--- src/rtl/alu_pkg.sv ---
// Shared ALU definitions: opcode encodings, flag bit positions and the packed
// command word carried through the sequencer FIFO.
package alu_pkg;

   localparam logic [2:0] ALU_ADD = 3'd0;
   localparam logic [2:0] ALU_SUB = 3'd1;
   localparam logic [2:0] ALU_MUL = 3'd2;
   localparam logic [2:0] ALU_DIV = 3'd3;
   localparam logic [2:0] ALU_AND = 3'd4;
   localparam logic [2:0] ALU_OR  = 3'd5;
   localparam logic [2:0] ALU_XOR = 3'd6;
   localparam logic [2:0] ALU_NOT = 3'd7;

   localparam int FLG_CARRY = 4;
   localparam int FLG_OVF   = 3;
   localparam int FLG_PAR   = 2;
   localparam int FLG_ZERO  = 1;
   localparam int FLG_SIGN  = 0;

   typedef struct packed {
      logic [2:0] sel;
      logic [3:0] a;
      logic [3:0] b;
   } alu_cmd_t;

   localparam int CMD_W = $bits(alu_cmd_t);

endpackage

--- src/rtl/cmd_fifo.sv ---
// Synchronous FIFO with occupancy output; head entry is visible on rdata
// whenever the FIFO is non-empty.
module cmd_fifo
   import alu_pkg::*;
#(
   parameter int DEPTH = 4,
   parameter int W     = CMD_W,
   localparam int AW   = $clog2(DEPTH)
) (
   input  logic         clk,
   input  logic         rst_n,
   input  logic         push,
   input  logic         pop,
   input  logic [W-1:0] wdata,
   output logic [W-1:0] rdata,
   output logic [AW:0]  level,
   output logic         full,
   output logic         empty
);

   logic [W-1:0]  mem [DEPTH];
   logic [AW-1:0] wr_ptr, rd_ptr;
   logic          do_push, do_pop;

   assign full    = (level == (AW+1)'(DEPTH));
   assign empty   = (level == '0);
   assign do_push = push && !full;
   assign do_pop  = pop && !empty;
   assign rdata   = mem[rd_ptr];

   // Storage needs no reset: reads are only meaningful while level > 0.
   always_ff @(posedge clk) begin
      if (do_push) mem[wr_ptr] <= wdata;
   end

   // DEPTH is a power of two, so pointers wrap by natural overflow.
   always_ff @(posedge clk or negedge rst_n) begin
      if (!rst_n) begin
         wr_ptr <= '0;
         rd_ptr <= '0;
         level  <= '0;
      end else begin
         if (do_push) wr_ptr <= wr_ptr + 1'b1;
         if (do_pop)  rd_ptr <= rd_ptr + 1'b1;
         case ({do_push, do_pop})
            2'b10:   level <= level + 1'b1;
            2'b01:   level <= level - 1'b1;
            default: level <= level;
         endcase
      end
   end

endmodule

--- src/rtl/alu_cmd_sequencer.sv ---
// Queues ALU commands, drives the head to the combinational ALU and registers
// its result into a valid/ready response stage with sticky status and a count.
module alu_cmd_sequencer
   import alu_pkg::*;
#(
   parameter int DEPTH = 4,
   parameter int CNT_W = 8
) (
   input  logic                     clk,
   input  logic                     rst_n,
   input  logic                     cmd_valid,
   output logic                     cmd_ready,
   input  logic [2:0]               cmd_sel,
   input  logic [3:0]               cmd_a,
   input  logic [3:0]               cmd_b,
   output logic [2:0]               alu_select,
   output logic [3:0]               alu_a,
   output logic [3:0]               alu_b,
   input  logic [3:0]               alu_out,
   input  logic [4:0]               alu_flags,
   output logic                     rsp_valid,
   input  logic                     rsp_ready,
   output logic [3:0]               rsp_data,
   output logic [4:0]               rsp_flags,
   output logic                     rsp_err,
   output logic                     sticky_carry,
   output logic                     sticky_ovf,
   input  logic                     sticky_clr,
   output logic [$clog2(DEPTH):0]   level,
   output logic [CNT_W-1:0]         op_count
);

   localparam logic [0:0] S_IDLE = 1'b0;
   localparam logic [0:0] S_FULL = 1'b1;

   alu_cmd_t   wcmd, head;
   logic       full, empty, cap;
   logic [0:0] state;

   assign wcmd = '{sel: cmd_sel, a: cmd_a, b: cmd_b};

   cmd_fifo #(.DEPTH(DEPTH), .W(CMD_W)) u_fifo (
      .clk   (clk),
      .rst_n (rst_n),
      .push  (cmd_valid),
      .pop   (cap),
      .wdata (wcmd),
      .rdata (head),
      .level (level),
      .full  (full),
      .empty (empty)
   );

   assign cmd_ready  = !full;
   assign alu_select = empty ? 3'd0 : head.sel;
   assign alu_a      = empty ? 4'd0 : head.a;
   assign alu_b      = empty ? 4'd0 : head.b;

   assign rsp_valid = (state == S_FULL);
   assign cap       = !empty && (!rsp_valid || rsp_ready);

   always_ff @(posedge clk or negedge rst_n) begin
      if (!rst_n) begin
         state     <= S_IDLE;
         rsp_data  <= '0;
         rsp_flags <= '0;
         rsp_err   <= 1'b0;
         op_count  <= '0;
      end else if (cap) begin
         state     <= S_FULL;
         rsp_data  <= alu_out;
         rsp_flags <= alu_flags;
         rsp_err   <= (alu_select == ALU_DIV) && (alu_b == 4'd0);
         op_count  <= op_count + 1'b1;
      end else if (rsp_valid && rsp_ready) begin
         state <= S_IDLE;
      end
   end

   // A clear coincident with a capture leaves only the newly captured flags.
   always_ff @(posedge clk or negedge rst_n) begin
      if (!rst_n) begin
         sticky_carry <= 1'b0;
         sticky_ovf   <= 1'b0;
      end else if (cap) begin
         sticky_carry <= (sticky_carry && !sticky_clr) || alu_flags[FLG_CARRY];
         sticky_ovf   <= (sticky_ovf && !sticky_clr) || alu_flags[FLG_OVF];
      end else if (sticky_clr) begin
         sticky_carry <= 1'b0;
         sticky_ovf   <= 1'b0;
      end
   end

endmodule

--- config.mk ---
export PLATFORM = sky130hd
export DESIGN_NAME = alu_cmd_sequencer
export DESIGN_NICKNAME = d
export VERILOG_FILES = /design/src/rtl/alu_pkg.sv /design/src/rtl/cmd_fifo.sv /design/src/rtl/alu_cmd_sequencer.sv
export SDC_FILE = /design/constraint.sdc
export NUM_CORES = 1
export LEC_CHECK = 0
export ABC_CLOCK_PERIOD_IN_PS = 2490
export BUFFER_PORTS_ARGS = -buffer_cell sky130_fd_sc_hd__buf_2
export CAP_MARGIN = 20
export CORE_MARGIN = 3
export CORE_UTILIZATION = 49
export CTS_CLUSTER_DIAMETER = 40
export DETAILED_ROUTE_END_ITERATION = 16
export PLACE_DENSITY = 0.8
export SYNTH_ARGS = -nofsm -noshare
export SYNTH_HDL_FRONTEND = slang
export SYNTH_SLANG_ARGS = --single-unit
export TNS_END_PERCENT = 20
--- constraint.sdc ---
create_clock -name clk -period 2.49 [get_ports clk]
set_clock_uncertainty 0.1 [all_clocks]
set_input_delay 0.249 -clock clk [delete_from_list [all_inputs] [get_ports clk]]
set_output_delay 0.249 -clock clk [all_outputs]
set_load 0.02 [all_outputs]
==> out/metrics.csv <==
stage;metric;value;unit
outcome;run_status;finished clean;
cts;clockBufferDepth;2;
cts;cts_hold_repair.buffers;3;
setup_path;cp_cell_sequence;inv_1 -> nand3_1 -> and2_1 -> inv_1 -> ha_1 -> inv_1 -> fa_1 -> xor2_1 -> nor2_1 -> xor2_1;
placed_design;io_buffer_count;60;
setup_path;critPathSlowestCell;dfrtp_1;
global_route;grt_first_pass_wirelength;8390;um
detailed_routing;detail_route.wirelength.met1;2110;um
layout;n_antenna_cell;0;
detailed_routing;first_pass_iters;4;
power;power_leakage;1.50;nW
detailed_routing;post_drt_via_cell_ratio;5.07;
timing;timing.setup.tns;0;ps
hold_path;min-delay-path-class;in -> reg;
timing;worst_hold_slack;28.2;ps
detailed_routing;finalWirelength;5080;um
layout;fraction_of_layout_cells_with_a_size_suffix_above_1;33.9;%
floorplan;die_h;83.5;um
timing;worstMarginPinSlew;599;ps
power;power_switching_share;36.6;%
setup_path;cpPeakStageDelay;430;ps
detailed_routing;dr_total_vias;1621;
cts;cts.reportedPaths.clkPinSlew;70;ps
placed_design;gp_congestion;0.747;
cts;clock_sinks;72;
placed_design;post-place-ws;278;ps
layout;sequential_cell_area;2020;um^2
layout;instances_no_fill;320;
placed_design;place.detailed.instances;301;
global_route;first_global_vias;1676;
placed_design;detailedPlacementHpwl;3590;um
cts;htree_levels;3;
floorplan;initial_utilization;51.9;%
timing;setup_viol;0;
power;fin_total_pwr;4.44;mW
yosys;synth.ff_latch_count;72;
global_route;grt_max_degree;29;
detailed_routing;drtIter0Drc;63;
timing;timing.final.max_slew_violations;0;
timing;fmaxAchievable;445;MHz
detailed_routing;met3WireLength;384;um
detailed_routing;wire_per_inst;15.9;um
global_route;groute.usage.overall;16.0;%
power;vdd_ir_drop_max;0.568;mV
floorplan;floorplan.die.width;83.5;um
detailed_routing;route.antenna.remaining_nets;0;
power;power_per_cell_area;1250;nW/um^2
setup_path;worst_ep_required_time;2640;ps
timing;final_period_minus_worst_setup_slack;2250;ps
yosys;synth_top_cell_by_area;edfxtp_1;
yosys;avgSynthCellArea;17.3;um^2
timing;finalCritPeriodShare;90.2;%
setup_path;worst-path-buf-inv;3;
power;clockPowerShare;18.7;%
detailed_routing;routed.top_layer;met4;
timing;hold_violations;0;
setup_path;worst_setup_path_start_kind;flip-flop;
layout;layout_area_overhead;20.6;%
cts;cts_root_buffer;clkbuf_8;
layout;final_common_cell;buf_2;
power;share_comb_of_total_power;39.5;%
cts;cts.repair_timing.setup_buffer_count;0;
yosys;netlist.area_leader.share;44.8;%
yosys;synthesis.area;2950;um^2
power;netSwitchingPower;1.62;mW
cts;clk-insertion-delay-late;330;ps
layout;nets;275;
timing;rsz0062_at_grt;no;
floorplan;ioPinCount;61;
setup_path;cpLargestDelayFamily;simple AND/OR/NAND/NOR gates;
layout;layout.cells.most_common_list;buf_2, edfxtp_1, dfrtp_1;
floorplan;core;5680;um^2
yosys;yosysWarnings;0;
yosys;mappedNetlistNets;202;
timing;setup_slack;243;ps
detailed_routing;drc;0;
global_route;grt.overflow.total;0;
setup_path;cp_common_cell;inv_1;
detailed_routing;met2_wirelength;2520;um
yosys;synth_cell_type_count;31;
setup_path;critical_path.endpoint_type;flip-flop;
power;power.share.sequential;41.8;%
cts;ctsResizeCount;0;
cts;tritoncts;done;
yosys;synth_seq_area_share;68.6;%
setup_path;worstPathMaxFanout;6;
setup_path;arrival;2400;ps
floorplan;dieArea;6980;um^2
layout;n_fill_cell;431;
run;cap_violations;0;
yosys;synth_cells;170;
timing;slew-limit-headroom;60.1;%
global_route;initial_antenna_violation_count;0;
setup_path;crit_type;reg -> reg;
floorplan;rows;27;
cts;cts-buffers-inserted;9;
yosys;cell_types_with_the_largest_area_share_after_synthesis;edfxtp_1, dfrtp_1, mux4_1;
power;internal_power;2.82;mW
layout;multi_input_area;858;um^2
==> flip-flops by register name, summed over array words and instances (netlist names) <==
signal / cells
op_count: 8
rsp_data: 4
rsp_err: 1
rsp_flags: 5
rsp_valid: 1
sticky_carry: 1
sticky_ovf: 1
u_fifo.level: 3
u_fifo.mem: 44
u_fifo.rd_ptr: 2
u_fifo.wr_ptr: 2
==> metal layers <==
layer  vias up  GRT usage, %
met1       786          19.9
met4         0          6.58
met2        58          25.1
li1        769             -
met5         -             0
met3         8          6.32
==> power by group through the flow <==
stage	clock network (mW)	registers, mW	logic [mW]
2_1_floorplan	0	2.01	1.06
3_3_place_gp	0	1.86	1.74
3_5_place_dp	0	1.88	1.78
4_1_cts	0.858	1.86	1.79
5_1_grt	0.909	1.90	1.93
6_report	0.831	1.86	1.76
==> Yosys cell counts, drive strengths merged <==
library cell / instances
and3: 5
ha: 6
nand3: 2
and2: 1
buf: 4
edfxtp: 44
fa: 1
nand2: 7
mux4: 11
nor2b: 12
nand2b: 1
mux2i: 1
nor3: 1
dfrtp: 28
inv: 11
o22ai: 1
mux2: 9
o21ai: 4
and4b: 1
xor2: 4
or4b: 1
nand4: 3
clkbuf: 1
xnor2: 9
nor2: 2
==> area by class of cell <==
type,instances,share of cell area [%]
sequential,72,56.9
multi-input combinational,82,24.2
timing repair buffer,67,10.1
inverter,11,1.16
tap,72,2.54
clock buffer,16,5.07
==> cell families (layout without fill, tap and decap cells) <==
family	count (synthesis)	count (layout)	synth area share (%)
flip-flops	72	72	68.6
AND/OR/NAND/NOR	36	36	7.64
multiplexers	21	21	13.2
buffers and inverters	16	94	2.34
XOR/XNOR	13	13	3.86
adder cells (fa/ha/maj)	7	7	3.23
AO/OA/AOI/OAI	5	5	1.10
==> worst paths after layout <==
| path | from | to | slack, ps | cells after the start |
|---|---|---|---|---|
| hold / removal | cmd_a[1] | u_fifo.mem[0][5]$_DFFE_PP_ | 30 | 1 |
| max in group asynchronous | rst_n | u_fifo.level[1]$_DFFE_PN0P_ | 1540 | 2 |
| setup / recovery | u_fifo.level[0]$_DFFE_PN0P_ | u_fifo.level[2]$_DFFE_PN0P_ | 240 | 10 |
| setup reg to reg | u_fifo.level[0]$_DFFE_PN0P_ | u_fifo.level[2]$_DFFE_PN0P_ | 240 | 10 |
| hold reg to reg | op_count[7]$_DFFE_PN0P_ | op_count[7]$_DFFE_PN0P_ | 370 | 1 |
| min in group asynchronous | rst_n | op_count[6]$_DFFE_PN0P_ | 360 | 2 |
==> per-stage QoR <==
| stage | util (%) | area (um^2) |
|---|---|---|
| 2_1_floorplan | - | 2950 |
| 3_3_place_gp | 58.9 | 3340 |
| 3_5_place_dp | 58.9 | 3340 |
| 4_1_cts | 62.6 | 3550 |
| 5_1_grt | 62.6 | 3550 |
| 6_report | 62.6 | 3550 |
(Power assumes the default switching activity.)
